$ cat config.mk
export PLATFORM = sky130hd
export DESIGN_NAME = main_fsm_flat
export DESIGN_NICKNAME = d
export VERILOG_FILES = /design/src/rtl/main_fsm_pkg.sv /design/src/rtl/main_fsm_if.sv /design/src/rtl/main_fsm_immsrc_dec.sv /design/src/rtl/main_fsm.sv /design/src/flat_wrapper.sv
export SDC_FILE = /design/constraint.sdc
export NUM_CORES = 1
export LEC_CHECK = 0
export BUFFER_PORTS_ARGS = -buffer_cell sky130_fd_sc_hd__buf_2
export CAP_MARGIN = 40
export CORE_MARGIN = 1.5
export CORE_UTILIZATION = 42
export CTS_BUF_LIST = sky130_fd_sc_hd__clkbuf_16
export CTS_CLUSTER_SIZE = 12
export DETAILED_ROUTE_END_ITERATION = 10
export PLACE_DENSITY = 0.8
export SYNTH_ARGS = -nofsm -noshare
export SYNTH_HDL_FRONTEND = slang
export SYNTH_SLANG_ARGS = --single-unit
$ cat constraint.sdc
create_clock -name CLK -period 1.5 [get_ports CLK]
set_input_delay 0.15 -clock CLK [delete_from_list [all_inputs] [get_ports CLK]]
set_output_delay 0.15 -clock CLK [all_outputs]
set_load 0.01 [all_outputs]
$ cat src/rtl/main_fsm_pkg.sv
// Shared encodings for the multicycle control FSM: state enum, opcodes
// and the datapath mux/ALU select codes.
package main_fsm_pkg;

    typedef enum logic [3:0] {
        S_FETCH    = 4'd0,
        S_DECODE   = 4'd1,
        S_MEMADR   = 4'd2,
        S_MEMREAD  = 4'd3,
        S_MEMWB    = 4'd4,
        S_MEMWRITE = 4'd5,
        S_EXECR    = 4'd6,
        S_EXECI    = 4'd7,
        S_ALUWB    = 4'd8,
        S_JAL      = 4'd9,
        S_BEQ      = 4'd10,
        S_LUI      = 4'd11,
        S_AUIPC    = 4'd12,
        S_ILLEGAL  = 4'd13
    } state_t;

    localparam logic [6:0] OP_LW    = 7'b0000011;
    localparam logic [6:0] OP_SW    = 7'b0100011;
    localparam logic [6:0] OP_RTYPE = 7'b0110011;
    localparam logic [6:0] OP_ITYPE = 7'b0010011;
    localparam logic [6:0] OP_BEQ   = 7'b1100011;
    localparam logic [6:0] OP_JAL   = 7'b1101111;
    localparam logic [6:0] OP_LUI   = 7'b0110111;
    localparam logic [6:0] OP_AUIPC = 7'b0010111;

    localparam logic [1:0] SRCA_PC    = 2'b00;
    localparam logic [1:0] SRCA_OLDPC = 2'b01;
    localparam logic [1:0] SRCA_RD1   = 2'b10;
    localparam logic [1:0] SRCA_ZERO  = 2'b11;

    localparam logic [1:0] SRCB_WD    = 2'b00;
    localparam logic [1:0] SRCB_IMM   = 2'b01;
    localparam logic [1:0] SRCB_FOUR  = 2'b10;

    localparam logic [1:0] RSLT_ALUOUT = 2'b00;
    localparam logic [1:0] RSLT_DATA   = 2'b01;
    localparam logic [1:0] RSLT_ALURES = 2'b10;

    localparam logic [1:0] ALUOP_ADD   = 2'b00;
    localparam logic [1:0] ALUOP_SUB   = 2'b01;
    localparam logic [1:0] ALUOP_FUNCT = 2'b10;

    localparam logic [2:0] IMM_I = 3'b000;
    localparam logic [2:0] IMM_S = 3'b001;
    localparam logic [2:0] IMM_B = 3'b010;
    localparam logic [2:0] IMM_J = 3'b011;
    localparam logic [2:0] IMM_U = 3'b100;

endpackage

$ cat src/rtl/main_fsm_if.sv
// Control bundle between the FSM (slave) and the datapath side (master).
interface main_fsm_if;
    logic [6:0] OP;
    logic       MEMRDY;
    logic       IRWRITE;
    logic       PCUPDATE;
    logic       ADRSRC;
    logic       REGWRITE;
    logic       MEMWRITE;
    logic       BRANCH;
    logic [1:0] ALUSRCA;
    logic [1:0] ALUSRCB;
    logic [1:0] RSLTSRC;
    logic [1:0] ALUOP;
    logic [2:0] IMMSRC;
    logic       ILLOP;

    modport master (
        output OP, MEMRDY,
        input  IRWRITE, PCUPDATE, ADRSRC, REGWRITE, MEMWRITE, BRANCH,
        input  ALUSRCA, ALUSRCB, RSLTSRC, ALUOP, IMMSRC, ILLOP
    );

    modport slave (
        input  OP, MEMRDY,
        output IRWRITE, PCUPDATE, ADRSRC, REGWRITE, MEMWRITE, BRANCH,
        output ALUSRCA, ALUSRCB, RSLTSRC, ALUOP, IMMSRC, ILLOP
    );
endinterface

$ cat src/rtl/main_fsm_immsrc_dec.sv
// Immediate-format select decoded straight from the opcode, independent of state.
module immsrc_dec
    import main_fsm_pkg::*;
(
    input  logic [6:0] OP,
    output logic [2:0] IMMSRC
);

    // opcode to immediate format
    always_comb begin
        IMMSRC = IMM_I;
        case (OP)
            OP_LW, OP_ITYPE:  IMMSRC = IMM_I;
            OP_SW:            IMMSRC = IMM_S;
            OP_BEQ:           IMMSRC = IMM_B;
            OP_JAL:           IMMSRC = IMM_J;
            OP_LUI, OP_AUIPC: IMMSRC = IMM_U;
            default:          IMMSRC = IMM_I;
        endcase
    end

endmodule

$ cat src/rtl/main_fsm.sv
// Multicycle RISC-V main control FSM with a unified, handshaked memory.
// Moore outputs except the MEMRDY-qualified fetch strobes and IMMSRC.
module main_fsm
    import main_fsm_pkg::*;
#(
    parameter int EN_UTYPE = 1
) (
    input  logic     CLK,
    input  logic     RST,
    main_fsm_if.slave bus
);

    state_t     state_q, state_n;
    logic       illop_q;
    logic       irwrite, pcupdate, adrsrc, regwrite, memwrite, branch;
    logic [1:0] alusrca, alusrcb, rsltsrc, aluop;
    logic [2:0] immsrc;

    immsrc_dec u_immsrc_dec (
        .OP     (bus.OP),
        .IMMSRC (immsrc)
    );

    // state register and sticky illegal-opcode flag
    always_ff @(posedge CLK) begin
        if (RST) begin
            state_q <= S_FETCH;
            illop_q <= 1'b0;
        end else begin
            state_q <= state_n;
            if (state_n == S_ILLEGAL) illop_q <= 1'b1;
        end
    end

    // next-state and per-state control outputs
    always_comb begin
        state_n  = state_q;
        irwrite  = 1'b0;
        pcupdate = 1'b0;
        adrsrc   = 1'b0;
        regwrite = 1'b0;
        memwrite = 1'b0;
        branch   = 1'b0;
        alusrca  = SRCA_PC;
        alusrcb  = SRCB_WD;
        rsltsrc  = RSLT_ALUOUT;
        aluop    = ALUOP_ADD;
        case (state_q)
            S_FETCH: begin
                alusrcb  = SRCB_FOUR;
                rsltsrc  = RSLT_ALURES;
                irwrite  = bus.MEMRDY;
                pcupdate = bus.MEMRDY;
                if (bus.MEMRDY) state_n = S_DECODE;
            end
            S_DECODE: begin
                // precompute the branch target from the old PC
                alusrca = SRCA_OLDPC;
                alusrcb = SRCB_IMM;
                case (bus.OP)
                    OP_LW, OP_SW: state_n = S_MEMADR;
                    OP_RTYPE:     state_n = S_EXECR;
                    OP_ITYPE:     state_n = S_EXECI;
                    OP_BEQ:       state_n = S_BEQ;
                    OP_JAL:       state_n = S_JAL;
                    OP_LUI:       state_n = (EN_UTYPE != 0) ? S_LUI : S_ILLEGAL;
                    OP_AUIPC:     state_n = (EN_UTYPE != 0) ? S_AUIPC : S_ILLEGAL;
                    default:      state_n = S_ILLEGAL;
                endcase
            end
            S_MEMADR: begin
                alusrca = SRCA_RD1;
                alusrcb = SRCB_IMM;
                state_n = (bus.OP == OP_LW) ? S_MEMREAD : S_MEMWRITE;
            end
            S_MEMREAD: begin
                adrsrc = 1'b1;
                if (bus.MEMRDY) state_n = S_MEMWB;
            end
            S_MEMWB: begin
                rsltsrc  = RSLT_DATA;
                regwrite = 1'b1;
                state_n  = S_FETCH;
            end
            S_MEMWRITE: begin
                // write strobe stays up for the whole wait
                adrsrc   = 1'b1;
                memwrite = 1'b1;
                if (bus.MEMRDY) state_n = S_FETCH;
            end
            S_EXECR: begin
                alusrca = SRCA_RD1;
                aluop   = ALUOP_FUNCT;
                state_n = S_ALUWB;
            end
            S_EXECI: begin
                alusrca = SRCA_RD1;
                alusrcb = SRCB_IMM;
                aluop   = ALUOP_FUNCT;
                state_n = S_ALUWB;
            end
            S_ALUWB: begin
                regwrite = 1'b1;
                state_n  = S_FETCH;
            end
            S_JAL: begin
                // PC <= target while ALU forms the link value PC+4
                alusrca  = SRCA_OLDPC;
                alusrcb  = SRCB_FOUR;
                pcupdate = 1'b1;
                state_n  = S_ALUWB;
            end
            S_BEQ: begin
                alusrca = SRCA_RD1;
                aluop   = ALUOP_SUB;
                branch  = 1'b1;
                state_n = S_FETCH;
            end
            S_LUI: begin
                alusrca = SRCA_ZERO;
                alusrcb = SRCB_IMM;
                state_n = S_ALUWB;
            end
            S_AUIPC: begin
                alusrca = SRCA_OLDPC;
                alusrcb = SRCB_IMM;
                state_n = S_ALUWB;
            end
            S_ILLEGAL: state_n = S_ILLEGAL;
            default:   state_n = S_FETCH;
        endcase
    end

    // strobes are masked during reset so nothing is written in that cycle
    assign bus.IRWRITE  = irwrite  & ~RST;
    assign bus.PCUPDATE = pcupdate & ~RST;
    assign bus.REGWRITE = regwrite & ~RST;
    assign bus.MEMWRITE = memwrite & ~RST;
    assign bus.BRANCH   = branch   & ~RST;
    assign bus.ADRSRC   = adrsrc;
    assign bus.ALUSRCA  = alusrca;
    assign bus.ALUSRCB  = alusrcb;
    assign bus.RSLTSRC  = rsltsrc;
    assign bus.ALUOP    = aluop;
    assign bus.IMMSRC   = immsrc;
    assign bus.ILLOP    = illop_q;

endmodule

$ cat src/flat_wrapper.sv
// flat-port wrapper written by rule: the top's interface ports become plain ports
module main_fsm_flat import main_fsm_pkg::*;
#(
    parameter int EN_UTYPE = 1
)
  (CLK, RST, bus_OP, bus_MEMRDY, bus_IRWRITE, bus_PCUPDATE, bus_ADRSRC, bus_REGWRITE, bus_MEMWRITE, bus_BRANCH, bus_ALUSRCA, bus_ALUSRCB, bus_RSLTSRC, bus_ALUOP, bus_IMMSRC, bus_ILLOP);
  main_fsm_if bus_i ();
  input  logic CLK;
  input  logic RST;
  input wire logic [$bits(bus_i.OP)-1:0] bus_OP;
  input wire logic [$bits(bus_i.MEMRDY)-1:0] bus_MEMRDY;
  output wire logic [$bits(bus_i.IRWRITE)-1:0] bus_IRWRITE;
  output wire logic [$bits(bus_i.PCUPDATE)-1:0] bus_PCUPDATE;
  output wire logic [$bits(bus_i.ADRSRC)-1:0] bus_ADRSRC;
  output wire logic [$bits(bus_i.REGWRITE)-1:0] bus_REGWRITE;
  output wire logic [$bits(bus_i.MEMWRITE)-1:0] bus_MEMWRITE;
  output wire logic [$bits(bus_i.BRANCH)-1:0] bus_BRANCH;
  output wire logic [$bits(bus_i.ALUSRCA)-1:0] bus_ALUSRCA;
  output wire logic [$bits(bus_i.ALUSRCB)-1:0] bus_ALUSRCB;
  output wire logic [$bits(bus_i.RSLTSRC)-1:0] bus_RSLTSRC;
  output wire logic [$bits(bus_i.ALUOP)-1:0] bus_ALUOP;
  output wire logic [$bits(bus_i.IMMSRC)-1:0] bus_IMMSRC;
  output wire logic [$bits(bus_i.ILLOP)-1:0] bus_ILLOP;
  assign bus_i.OP = bus_OP;
  assign bus_i.MEMRDY = bus_MEMRDY;
  assign bus_IRWRITE = bus_i.IRWRITE;
  assign bus_PCUPDATE = bus_i.PCUPDATE;
  assign bus_ADRSRC = bus_i.ADRSRC;
  assign bus_REGWRITE = bus_i.REGWRITE;
  assign bus_MEMWRITE = bus_i.MEMWRITE;
  assign bus_BRANCH = bus_i.BRANCH;
  assign bus_ALUSRCA = bus_i.ALUSRCA;
  assign bus_ALUSRCB = bus_i.ALUSRCB;
  assign bus_RSLTSRC = bus_i.RSLTSRC;
  assign bus_ALUOP = bus_i.ALUOP;
  assign bus_IMMSRC = bus_i.IMMSRC;
  assign bus_ILLOP = bus_i.ILLOP;
  main_fsm #(.EN_UTYPE(EN_UTYPE)) u_core (.CLK(CLK), .RST(RST), .bus(bus_i));
endmodule
==> Yosys cells after proc, flatten, opt, wreduce, memory -nomap -nowiden <==
Cells that the tools add are included.
{ "classes": {"eq_ne": 22, "muxes": 17, "bitwise": 6, "n_reduce_logical": 11} }
{ "op_table": {"columns": ["op", "n"], "rows": [
  ["4-bit one-hot mux with 7 select lines", 2],
  ["4-bit equality test (second input constant)", 7],
  ["7-bit by 6-bit equality test with 1-bit output (second input constant)", 3],
  ["4-bit by 3-bit equality test with 1-bit output (second input constant)", 4],
  ["7-bit by 5-bit equality test with 1-bit output (second input constant)", 2],
  ["7-bit equality test (second input constant)", 2],
  ["4-bit 2-to-1 mux", 3],
  ["2-bit one-hot mux with 2 select lines", 3],
  ["3-bit one-hot mux with 4 select lines", 1],
  ["2-bit OR reduction", 6],
  ["5-bit OR reduction", 2],
  ["4-bit by 2-bit equality test with 1-bit output (second input constant)", 2],
  ["7-bit by 2-bit equality test with 1-bit output (second input constant)", 1],
  ["2-bit one-hot mux with 3 select lines", 1],
  ["1-bit AND", 5],
  ["1-bit 2-to-1 mux", 5],
  ["4-bit by 1-bit equality test with 1-bit output (second input constant)", 1],
  ["4-bit zero test", 1],
  ["4-bit OR reduction", 1],
  ["3-bit 2-to-1 mux", 1],
  ["3-bit OR reduction", 1],
  ["1-bit one-hot mux with 2 select lines", 1],
  ["1-bit inverter", 1]
]} }
{ "totals": {"ff_bits": 5, "inputBits": 10, "output_inout_bits": 18} }

==> Depth between registers and ports, before layout <==
{ "logic_depth": {"depth_word": 5, "mapped_depth": 6, "ltp_nobuf": 5} }

==> Hierarchy <==
From an unflattened synthesis, not the netlist that was laid out.
{ "hier_totals": {"hier_cells": 97, "hier_area_um2": 653.1} }
{ "modules_own_cells": {"columns": ["module", "instances", "cells_per_inst", "area_each_um2"], "rows": [
  ["main_fsm", 1, 89, 591.8],
  ["immsrc_dec", 1, 8, 61.3]
]} }

==> Least setup slack after synthesis <==
Ideal clock, no wire load.
{ "synth_timing": {"path_kind": "flip-flop to output port", "startpoint": "reg u_core.state_q[0]", "endpoint": "out bus_IRWRITE", "arrival_ns": 1.295, "required_ns": 1.350, "slack_ns": 0.055, "path_stages_with_launch": 5, "n_path_buf": 1, "cell_sequence": "dfxtp_1 or2_2 clkbuf_1 nor3_1 and3_1"} }
{ "synth_via": {"elab_chain_cells": 3} }
{ "synth_rtl": {"columns": ["item", "line", "rtl"], "rows": [
  ["start: declaration", "main_fsm.sv:13", "state_t state_q, state_n;"],
  ["start signal: assignment", "main_fsm.sv:30", "state_q <= state_n;"],
  ["4-bit zero test", "main_fsm.sv:48", "case (state_q)"],
  ["1-bit 2-to-1 mux", "main_fsm.sv:48", null],
  ["1-bit AND", "main_fsm.sv:135", "assign bus.IRWRITE = irwrite & ~RST;"],
  ["end: declaration", "flat_wrapper.sv:12", "output wire logic [$bits(bus_i.IRWRITE)-1:0] bus_IRWRITE;"]
]} }
Every way passes these cells.

==> Worst setup path after layout <==
{ "layout_timing": {"startpoint": "reg u_core.state_q[1]", "endpoint": "out bus_IRWRITE"} }
The elaborated chain is that of the path after synthesis.

==> run summary <==
status -> completed
CP Capture Type -> output pin
Num CTS Buffers -> 3
Worst Tran Pin Value -> 328 ps
VDD IR max -> 788 uV
type of origin of the critical path -> flip-flop
die height -> 44.1 microns
CP Data Arrival Time -> 1350 ps
HPWL after DPL -> 1580 microns
combinational share of power -> 44.7%
largest net degree at the start of global routing -> 15
GRT Util Overall -> 24.7%
GRT Residual Overflow -> 0
first-pass GRT wire length -> 3610 microns
FF-to-FF setup slack -> 110 ps
# diodes -> 0
DRT iter0 DRCs -> 41
htree depth -> 1
Cell Chain, Critical Path -> or2_4, nor3_2, and3_1, buf_2
worst setup path class -> flip-flop to output pin
Hold WC Path Type -> primary input to flip-flop
Tcrit/Tclk final -> 99.7%
die width -> 44.1 microns
initial antenna violation count -> 0
most frequent cells in the layout -> 27 x buf_2, 14 x buf_4, 10 x nor2_1, 8 x nand2_1, 7 x nor3_1
Reg2Reg Depth -> 6
Layout fillers -> 117
area leader, netlist -> dfxtp_1
layout cells sized above 1 -> 44.0%
root buffer cell -> clkbuf_16
Slew HR -> 78.0%
DRT Wirelength -> 2420 microns
DRC Markers -> 0
max_cap viols -> 0
core region area -> 0.00154 sq mm
Storage cell area -> 115 sq um
top cells by area, synth -> dfxtp_1 14%, nor2_1 5.8%, nor3_1 5.7%
Synth Cell Area -> 708 sq um
reg2reg start -> u_core.state_q[1]$_SDFF_PP0_
switching pwr -> 0.000423 W
area of the multi-input gates -> 581 sq um
hold depth -> 2
count of cell types in the netlist -> 38
Die ar. -> 0.00194 sq mm
WP data required -> 1350 ps
Clock Skew -> 2.50 ps
Setup Viol. Count Final -> 0
number of synthesized flops with an enable pin -> 0
final instance area -> 0.00106 sq mm
Flop pwr share -> 18.4%
Pwr Density -> 1120 mW/mm^2
CTS clk-pin slew, worst paths -> 40 ps
Layout area overhead -> 50.4%
CP max stage delay -> 370 ps
Sw Share -> 35.6%
routability cong. -> 0.849
Nets -> 152
R2R Path End -> u_core.bus.ILLOP$_SDFFE_PP0N_
worst setup margin -> 3.85 ps
WL/cell -> 15.4 microns
DR pass1 iterations -> 4
Clock power frac -> 36.9%
crit path max fanout -> 9
Initial Utilization -> 45.9%
Syn Nets -> 115
FMAX -> 668 MHz
Gate Count Post-Synth -> 105
crit path time final -> 1500 ps
register bit total from synthesis -> 5
Hold Slack -> 187 ps
commonest non-fill, non-tap cell in the layout -> buf_2
fraction of registers with async set/reset -> 0%
I/O Buffers -> 27
FP Rows -> 14
area share of the largest cell type after synthesis -> 14.1%
Warnings, synthesis -> 0
placed cell area -> 901 sq um
Worst Hold Launch -> RST
pre-CTS setup slack -> -11.5 ps
Final Max Tran Viols -> 0
Routed Antenna Nets -> 0
Worst Hold End -> u_core.state_q[1]$_SDFF_PP0_
vias in the first global route -> 780
clk_lat worst skew -> 230 ps
ys flop type -> dfxtp_1
P_leak -> 0.524 nW
Fin. Hold Viols -> 0
Ports -> 28
internal power -> 0.000766 W
vias post-DR -> 952
clk sink count -> 5
Mean Syn Cell Area -> 6.74 sq um
CTS tree -> done
CP max stage cell -> dfxtp_4
post-synthesis sequential area ratio -> 14.1%
Vias/cell -> 6.06
Max clock buf depth -> 2
[repair_timing]
item,in CTS,in global routing
pin swaps,0,2
gates resized for setup,8,12
hold endpoints to repair,0,0
endpoints found under the setup margin,14,8
hold buffers,0,0
cloned,0,0
buffers inserted,0,3
[cell usage after synthesis (all sizes together), types with 3 or more instances]
cell type   n
o211ai      3
and3        5
nand2b      4
mux2i       3
nor2b       3
nand2       8
clkbuf      3
a21oi       6
inv         5
dfxtp       5
o21ai       4
nor2       11
nor3        8
nor3b       4
buf         7
[cells by family (layout without fill, tap and decap cells)]
family                 count (synthesis)  count (layout)  share of synthesized area (%)
XOR/XNOR                               3               3                           3.71
multiplexers                           3               3                           4.24
AO/OA/AOI/OAI                         26              26                           25.8
AND/OR/NAND/NOR                       53              53                           42.1
buffers and inverters                 15              51                           10.1
flip-flops                             5               5                           14.1
[cell type report]
type | instances | share of cell area, %
multi-input combinational | 85 | 54.5
inverter | 5 | 1.76
timing repair buffer | 42 | 23.6
tap | 16 | 1.88
clock inverter | 1 | 0.353
sequential | 5 | 10.8
clock buffer | 3 | 7.05
[worst max path at each step]
stage / startpoint / to / slack, ps / cells after the start
6_report: u_core.state_q[1]$_SDFF_PP0_ / bus_IRWRITE / 4 / 4
2_1_floorplan: u_core.state_q[0]$_SDFF_PP0_ / bus_IRWRITE / 50 / 4
4_1_cts: u_core.state_q[1]$_SDFF_PP0_ / bus_ALUSRCB[0] / -100 / 5
3_5_place_dp: u_core.state_q[1]$_SDFF_PP0_ / bus_ALUSRCB[0] / -10 / 6
3_3_place_gp: u_core.state_q[1]$_SDFF_PP0_ / bus_ALUSRCB[0] / 70 / 6
5_1_grt: u_core.state_q[1]$_SDFF_PP0_ / bus_IRWRITE / -30 / 4
[per-stage QoR]
step / TNS [ps] / total power, W / utilization (%) / cells
finish: 0 / 0.00119 / 69.1 / 157
CTS: -127 / 0.00112 / 64.7 / 154
floorplan: 0 / 0.000503 / - / 105
global placement: 0 / 0.000649 / 58.4 / 150
detailed placement: -15.9 / 0.000663 / 58.4 / 150
global route: -37.5 / 0.00125 / 69.1 / 157
[routing by layer]
metal / global-route usage (%) / vias to the layer above / routed length, microns / share of wire (%)
met5: 0 / - / 0 / 0
met4: 9.09 / 0 / 25 / 1.0
met3: 3.67 / 4 / 100 / 4.1
met2: 39.4 / 36 / 1220 / 51
met1: 33.7 / 460 / 1070 / 44
li1: - / 452 / - / -
[power by group through the flow]
stage | Clock, W | Sequential (W) | Combinational (W)
4_1_cts | 0.000436 | 0.000208 | 0.000474
3_5_place_dp | 0 | 0.000201 | 0.000462
3_3_place_gp | 0 | 0.000199 | 0.000450
2_1_floorplan | 0 | 0.000166 | 0.000337
6_report | 0.000439 | 0.000218 | 0.000532
5_1_grt | 0.000455 | 0.000223 | 0.000573
[sequential cells by signal (all words and copies together), names as in the netlist]
signal,flops
u_core.bus.ILLOP,1
u_core.state_q,4
[critical path, delay by kind of cell, from the launching register on]
kind	cells	cell delay [ps]
buffers and inverters	1	120
and+or+nand+nor	3	630
DFF	1	370
Power figures use the tool's default switching activity.
